[src/rtl/seq_det_pkg.sv]
// Shared constants and the masked-compare helper for the parametrised sequence detector.
package seq_det_pkg;

    localparam int         PAT_W_DEF   = 4;
    localparam int         CNT_W_DEF   = 8;
    localparam logic [3:0] PAT_RST_DEF = 4'b0101;

    // Widest pattern the compare helper accepts; callers zero-extend narrower operands.
    localparam int         MAX_PAT_W   = 64;

    function automatic logic masked_eq(
        input logic [MAX_PAT_W-1:0] cand,
        input logic [MAX_PAT_W-1:0] pat,
        input logic [MAX_PAT_W-1:0] mask
    );
        return (((cand ^ pat) & mask) == {MAX_PAT_W{1'b0}});
    endfunction

endpackage

[src/rtl/seq_det_window.sv]
// Serial shift window with a saturating fill counter.
// full_minus_one flags that the next valid bit completes a window.
module seq_det_window
    import seq_det_pkg::*;
#(
    parameter int PAT_W = PAT_W_DEF
) (
    input  logic             clk,
    input  logic             rst,
    input  logic             clear,
    input  logic             shift,
    input  logic             din,
    output logic [PAT_W-1:0] window,
    output logic             full_minus_one
);

    localparam int                FILL_W   = $clog2(PAT_W + 1);
    localparam logic [FILL_W-1:0] FILL_MAX = FILL_W'(PAT_W);
    localparam logic [FILL_W-1:0] FILL_MO  = FILL_W'(PAT_W - 1);

    logic [PAT_W-1:0]  window_r;
    logic [FILL_W-1:0] fill_r;

    // Window shift and fill count; clear wins over shift so a load or a non-overlap match restarts cleanly.
    always_ff @(posedge clk) begin
        if (rst) begin
            window_r <= {PAT_W{1'b0}};
            fill_r   <= {FILL_W{1'b0}};
        end else if (clear) begin
            window_r <= {PAT_W{1'b0}};
            fill_r   <= {FILL_W{1'b0}};
        end else if (shift) begin
            window_r <= {window_r[PAT_W-2:0], din};
            if (fill_r != FILL_MAX) begin
                fill_r <= fill_r + {{(FILL_W-1){1'b0}}, 1'b1};
            end else begin
                fill_r <= fill_r;
            end
        end else begin
            window_r <= window_r;
            fill_r   <= fill_r;
        end
    end

    assign window         = window_r;
    assign full_minus_one = (fill_r >= FILL_MO);

endmodule

[src/rtl/seq_detector_param.sv]
// Parametrised serial pattern detector with don't-care mask, overlap mode and saturating match counter.
// Optional macro SEQ_DET_MEALY_EN adds the zero-latency output flag_mealy.
module seq_detector_param
    import seq_det_pkg::*;
#(
    parameter int               PAT_W   = PAT_W_DEF,
    parameter int               CNT_W   = CNT_W_DEF,
    parameter logic [PAT_W-1:0] PAT_RST = PAT_RST_DEF
) (
    input  logic             clk,
    input  logic             rst,
    input  logic             din,
    input  logic             din_valid,
    input  logic             pat_load,
    input  logic [PAT_W-1:0] pat_in,
    input  logic [PAT_W-1:0] mask_in,
    input  logic             overlap_in,
    input  logic             cnt_clr,
    output logic             flag,
    output logic [CNT_W-1:0] match_cnt
`ifdef SEQ_DET_MEALY_EN
    ,
    output logic             flag_mealy
`endif
);

    localparam logic [CNT_W-1:0] CNT_MAX = {CNT_W{1'b1}};

    logic [PAT_W-1:0]     pat_r;
    logic [PAT_W-1:0]     mask_r;
    logic                 overlap_r;
    logic                 flag_r;
    logic [CNT_W-1:0]     cnt_r;

    logic [PAT_W-1:0]     window_s;
    logic                 full_minus_one_s;
    logic [PAT_W-1:0]     cand_s;
    logic [MAX_PAT_W-1:0] cand_w_s;
    logic [MAX_PAT_W-1:0] pat_w_s;
    logic [MAX_PAT_W-1:0] mask_w_s;
    logic                 match_s;
    logic                 shift_s;
    logic                 clear_s;

    assign shift_s = din_valid & ~pat_load;
    assign clear_s = pat_load | (match_s & ~overlap_r);

    seq_det_window #(
        .PAT_W (PAT_W)
    ) u_window (
        .clk            (clk),
        .rst            (rst),
        .clear          (clear_s),
        .shift          (shift_s),
        .din            (din),
        .window         (window_s),
        .full_minus_one (full_minus_one_s)
    );

    // Candidate window including the bit on din, widened for the shared compare helper.
    always_comb begin
        cand_s   = PAT_W'({window_s, din});
        cand_w_s = {MAX_PAT_W{1'b0}};
        pat_w_s  = {MAX_PAT_W{1'b0}};
        mask_w_s = {MAX_PAT_W{1'b0}};
        cand_w_s[PAT_W-1:0] = cand_s;
        pat_w_s[PAT_W-1:0]  = pat_r;
        mask_w_s[PAT_W-1:0] = mask_r;
        if (shift_s && full_minus_one_s) begin
            match_s = masked_eq(cand_w_s, pat_w_s, mask_w_s);
        end else begin
            match_s = 1'b0;
        end
    end

    // Pattern, mask and overlap configuration registers.
    always_ff @(posedge clk) begin
        if (rst) begin
            pat_r     <= PAT_RST;
            mask_r    <= {PAT_W{1'b1}};
            overlap_r <= 1'b1;
        end else if (pat_load) begin
            pat_r     <= pat_in;
            mask_r    <= mask_in;
            overlap_r <= overlap_in;
        end else begin
            pat_r     <= pat_r;
            mask_r    <= mask_r;
            overlap_r <= overlap_r;
        end
    end

    // Registered one-cycle match pulse.
    always_ff @(posedge clk) begin
        if (rst) begin
            flag_r <= 1'b0;
        end else begin
            flag_r <= match_s;
        end
    end

    // Saturating match counter; a clear drops a coincident match from the count.
    always_ff @(posedge clk) begin
        if (rst) begin
            cnt_r <= {CNT_W{1'b0}};
        end else if (cnt_clr) begin
            cnt_r <= {CNT_W{1'b0}};
        end else if (match_s && (cnt_r != CNT_MAX)) begin
            cnt_r <= cnt_r + {{(CNT_W-1){1'b0}}, 1'b1};
        end else begin
            cnt_r <= cnt_r;
        end
    end

    assign flag      = flag_r;
    assign match_cnt = cnt_r;

`ifdef SEQ_DET_MEALY_EN
    assign flag_mealy = match_s;
`endif

endmodule

[config.mk]
export PLATFORM = sky130hd
export DESIGN_NAME = seq_detector_param
export DESIGN_NICKNAME = d
export VERILOG_FILES = /design/src/rtl/seq_det_pkg.sv /design/src/rtl/seq_det_window.sv /design/src/rtl/seq_detector_param.sv
export SDC_FILE = /design/constraint.sdc
export NUM_CORES = 1
export LEC_CHECK = 0
export CAP_MARGIN = 0
export CORE_MARGIN = 4
export CORE_UTILIZATION = 53
export DETAILED_ROUTE_END_ITERATION = 8
export HOLD_SLACK_MARGIN = 0.1
export PLACE_DENSITY = 0.83
export RECOVER_POWER = 25
export REMOVE_ABC_BUFFERS = 1
export SYNTH_ARGS = -nofsm -noshare
export SYNTH_HDL_FRONTEND = slang
export SYNTH_SLANG_ARGS = --single-unit
[constraint.sdc]
create_clock -name clk -period 5.7 [get_ports clk]
set_clock_uncertainty 0.1 [all_clocks]
set_input_delay 0.57 -clock clk [delete_from_list [all_inputs] [get_ports clk]]
set_output_delay 0.57 -clock clk [all_outputs]
set_load 0.01 [all_outputs]
Word-level counts from Yosys, hierarchy flattened

Cells that the tools add are included.

$add $sub $neg: 2
Order comparisons: 1
Equal/unequal tests: 2
Multiplexer cells: 1
Bitwise operators: 7
Reductions and logical operators: 6

Operators with widths:

| operator              | number |
|---|---|
| $logic_not A64 Y1     | 1 |
| $add A8 B1 Y8 const B | 1 |
| $ne A8 B8 Y1 const B  | 1 |
| $and A4 B4 Y4         | 1 |
| $reduce_or A2 Y1      | 2 |
| $xor A4 B4 Y4         | 1 |
| $add A3 B1 Y3 const B | 1 |
| $ge A3 B2 Y1 const B  | 1 |
| $ne A3 B3 Y1 const B  | 1 |
| $and A1 B1 Y1         | 2 |
| $logic_and A1 B1 Y1   | 2 |
| $not A1 Y1            | 2 |
| $reduce_and A2 Y1     | 1 |
| $mux W1               | 1 |
| $or A1 B1 Y1          | 1 |

Register bits: 24
Output and inout port bits: 9
Word-level logic and storage cells: 26

Logic depth before layout (Yosys ltp)

Depth in word-level cells: 7
Mapped depth: 8
Gate-level depth less buffers: 7

By module

A second synthesis with hierarchy kept.

Cells, all modules: 126
Area total of the unflattened synthesis: 1236.2 sq um

Modules (own cells, without submodules):

| module             | times used | cells an instance | area an instance (sq um) |
|---|---|---|---|
| seq_detector_param | 1          | 91                | 895.9 |
| seq_det_window     | 1          | 35                | 340.3 |

Worst setup path after synthesis

No wires, ideal clock.

Path kind: register to register
From: register u_window.fill_r[0]
To: register cnt_r[7], in the netlist match_cnt[7]
Library setup time: 127 ps
Data arrival time: 1674 ps
Data required time: 5473 ps
Slack: 3799 ps
Stages on the path, launching flop included: 9
Path buffers: 1
Clock period less this slack: 1901 ps
Path through: dfxtp_1 ha_1 ha_1 a211oi_1 nor2_4 nand4_4 clkbuf_1 o21ai_1 nor3b_1

Longest elaborated chain between the ends: 4

RTL lines:

| element                | line                      | RTL |
|---|---|---|
| start, declared        | seq_det_window.sv:22      | `logic [FILL_W-1:0] fill_r;` |
| start signal, assigned | seq_det_window.sv:28      | `fill_r <= {FILL_W{1'b0}};` |
| start signal, assigned | seq_det_window.sv:31      | `fill_r <= {FILL_W{1'b0}};` |
| start signal, assigned | seq_det_window.sv:35      | `fill_r <= fill_r + {{(FILL_W-1){1'b0}}, 1'b1};` |
| $ge A3 B2 Y1           | seq_det_window.sv:46      | `assign full_minus_one = (fill_r >= FILL_MO);` |
| $logic_and A1 B1 Y1    | seq_detector_param.sv:69  | `if (shift_s && full_minus_one_s) begin` |
| $mux W1                | seq_detector_param.sv:69  |  |
| $logic_and A1 B1 Y1    | seq_detector_param.sv:108 | `end else if (match_s && (cnt_r != CNT_MAX)) begin` |
| end signal, assigned   | seq_detector_param.sv:107 | `cnt_r <= {CNT_W{1'b0}};` |
| end signal, assigned   | seq_detector_param.sv:109 | `cnt_r <= cnt_r + {{(CNT_W-1){1'b0}}, 1'b1};` |
| end signal, assigned   | seq_detector_param.sv:111 | `cnt_r <= cnt_r;` |
| end, declared          | seq_detector_param.sv:33  | `logic [CNT_W-1:0] cnt_r;` |

No other way between the ends.
A chain may end at the register's enable or synchronous reset.

Final worst setup path

From: input pat_load
To: register cnt_r[5], in the netlist match_cnt[5]

Longest elaborated chain between the ends: 5

RTL lines:

| element             | line                      | RTL |
|---|---|---|
| start, declared     | seq_detector_param.sv:14  | `input logic pat_load,` |
| $not A1 Y1          | seq_detector_param.sv:45  | `assign shift_s = din_valid & ~pat_load;` |
| $and A1 B1 Y1       | seq_detector_param.sv:45  |  |
| $logic_and A1 B1 Y1 | seq_detector_param.sv:69  |  |
| $mux W1             | seq_detector_param.sv:69  |  |
| $logic_and A1 B1 Y1 | seq_detector_param.sv:108 |  |

No other way between the ends.

==> summary.md <==
| Metric | Value |
|---|---|
| Power Density | 212 mW/mm^2 |
| Final setup fails | 0 |
| Nets | 162 |
| Worst hold slack | 0.428 ns |
| CTS clock-pin slew for the worst setup and hold paths | 0.13 ns |
| Area of the die | 0.00295 sq mm |
| Post-Syn Area | 0.00114 sq mm |
| Initial antenna violation count | 0 |
| Asr flop ratio synth | 0% |
| # diodes | 0 |
| Slew margin rel. | 25.1% |
| GRT Total Usage | 16.6% |
| Final ANT Viol Nets | 0 |
| Skew-Pair Late Insertion Delay | 0.32 ns |
| CP Capture Type | register |
| Status | finished clean |
| # H-tree levels | 1 |
| TNS Setup | 0 ns |
| Maximum vdd drop | 0.192 mV |
| Number of max-cap violations | 0 |
| F_max | 377 MHz |
| Final instance area | 0.00141 sq mm |
| Std-Cell Rows | 16 |
| Post-synthesis sequential area ratio | 42.3% |
| Ratio of cells with drive above 1 in the final layout | 5.63% |
| Startpoint class of the critical path | input pin |
| Crit path buffers/inverters | 1 |
| CTS tree | yes |
| Post-DR wirelength/cell | 12.8 um |
| Critical path arrival | 2.81 ns |
| Max Slew Vio Count | 0 |
| DP Wirelength | 1.63 mm |
| Final core occ | 70.3% |
| Pre-CTS WS | 2.73 ns |
| First-pass GRT wire length | 3.53 mm |
| Final hold vios | 0 |
| 1st-iter DRT viols | 16 |
| Hold WC Path Type | reg -> reg |
| Total vias in the final route | 925 |
| Area growth, synth to finish | 23.8% |
| Crit path kind | in -> reg |
| Synthesized flop and latch total | 24 |
| Largest net degree at the start of global routing | 19 |
| Worst-path fanout max | 18 |
| Mapped Cells | 121 |
| Slowest-stage cell, CP | dlygate4sd3_1 |
| Starting Density | 56.8% |
| Die height | 54.3 um |
| Slew @ Worst Pin | 1.11 ns |
| RD Place Congestion | 0.697 |
| Remaining DRCs | 0 |
| Syn_area_per_cell | 9.39 sq um |
| Vias in the first global route | 865 |
| Final worst-path cycle share | 46.5% |
| # hold bufs at CTS | 0 |
| Final worst slack | 3.05 ns |
| Clock Path Buffers | 2 |
| Fin crit period | 2.65 ns |
| Fillers | 151 |
| CTS Buf Count | 3 |
| Synth warn | 0 |
| RSZ-0062 raised after global routing | no |
| Post-synth EDFFs | 0 |
| Cells along the critical path | dlygate4sd3_1 > nand2b_1 > nor2_4 > nand4_4 > or4_1 > a21oi_1 |
| Drt total wl | 2.17 mm |
| Core Area | 0.00200 sq mm |
| Cell family contributing the most delay on the critical path | simple AND/OR/NAND/NOR gates |
| Req. time, crit path | 5.86 ns |
| Postcts setup bufs | 0 |
| Remaining Overflow, GRT | 0 |
| CTS Root Cell | clkbuf_4 |
| Top Ports | 24 |
| Vias per cell | 5.47 |
| Critical path's largest stage delay | 0.76 ns |
| Yosys cell types | 36 |
| Top FF cell, synth | dfxtp_1 |
| First-pass detailed-route iteration total | 4 |
| Sink Count | 24 |
| PostCTS Resize Cnt | 0 |
| Die Wd | 54.3 um |
| Instance area at placement | 0.00137 sq mm |
| IO buf count | 23 |
| LEAKAGE | 0.516 nW |
==> layer usage <==
metal	up-vias	track usage [%]	part of all wire, %
li1	474	-	-
met1	428	20.1	47
met2	19	28.5	47
met3	4	2.45	4.1
met4	0	8.30	1.2
met5	-	0	0
==> through the flow <==
step | std cells | total power, W
after global routing | 169 | 0.000309
after global placement | 165 | 0.000209
after floorplan | 115 | 0.000195
final | 169 | 0.000298
after detailed placement | 165 | 0.000211
after CTS | 169 | 0.000299
==> synth_stat cells (2+ instances only) <==
cell / number / area, sq um
nand2b_1: 2 / 12.5
clkbuf_1: 4 / 15.0
mux2i_1: 6 / 60.1
or4_1: 4 / 30.0
o21ai_1: 2 / 10.0
o31ai_1: 5 / 37.5
a211o_1: 7 / 61.3
nand2_1: 5 / 18.8
a21oi_1: 6 / 30.0
nor2b_1: 3 / 18.8
dfxtp_1: 24 / 480
nor2_1: 12 / 45.0
nor3_1: 2 / 10.0
o21ai_0: 2 / 10.0
inv_1: 5 / 18.8
ha_1: 4 / 50.1
and2b_1: 4 / 30.0
xor2_1: 4 / 35.0
nand3_1: 3 / 15.0
==> sequential cells by signal, summed over array words and instances (netlist names) <==
signal / count
mask_r: 4
overlap_r: 1
u_window.window: 3
flag: 1
match_cnt: 8
pat_r: 4
u_window.fill_r: 3
==> cell families (layout without fill, tap and decap cells) <==
kind of cell	Yosys count	after routing	share of synthesized area, %
xor+xnor	5	5	3.85
buf+inv	11	32	4.29
simple gates	44	44	23.1
flops	24	24	42.3
compound gates	27	27	16.7
mux	6	6	5.29
fa+ha+maj	4	4	4.41
==> area by class of cell <==
cell class | instances | area [sq um] | share of cell area, %
Tap cell | 27 | 33.8 | 2.40
Clock buffer | 4 | 36.3 | 2.58
Multi-Input combinational cell | 86 | 607 | 43.1
Sequential cell | 24 | 480 | 34.2
Inverter | 5 | 18.8 | 1.33
Timing Repair Buffer | 23 | 230 | 16.4
==> power by group <==
part           internal, W  switching [W]  total [W]
Clock            0.0000391      0.0000520  0.0000911
Sequential        0.000173     0.00000302   0.000176
Combinational    0.0000174      0.0000137  0.0000311
==> layout by cell type (no fill, tap or decap), types with 3 or more instances in the layout <==
cell type        count
or4_1                4
a211o_1              7
nand2_1              5
xor2_1               4
inv_1                5
and2b_1              4
a21oi_1              6
dfxtp_1             24
nand3_1              3
clkdlybuf4s50_1     22
nor2_1              12
mux2i_1              6
nor2b_1              3
o31ai_1              5
clkbuf_4             3
ha_1                 4
==> path summary, 6_finish.rpt <==
path | start | endpoint | slack [ns] | depth (start not counted)
setup / recovery | pat_load | match_cnt[5]$_SDFFE_PP0P_ | 3.05 | 6
hold / removal | match_cnt[5]$_SDFFE_PP0P_ | match_cnt[5]$_SDFFE_PP0P_ | 0.43 | 2
setup reg to reg | match_cnt[0]$_SDFFE_PP0P_ | match_cnt[0]$_SDFFE_PP0P_ | 3.36 | 5
hold reg to reg | match_cnt[5]$_SDFFE_PP0P_ | match_cnt[5]$_SDFFE_PP0P_ | 0.43 | 2
==> worst reg2reg max path: cells and delay by family (launching register included) <==
family	cells	cell delay (ns)
adder cells (fa/ha/maj)	1	0.19
AO/OA/AOI/OAI	2	0.44
AND/OR/NAND/NOR	2	1.11
flip-flops	1	0.42
No activity file was read; power rests on OpenSTA's default activity.
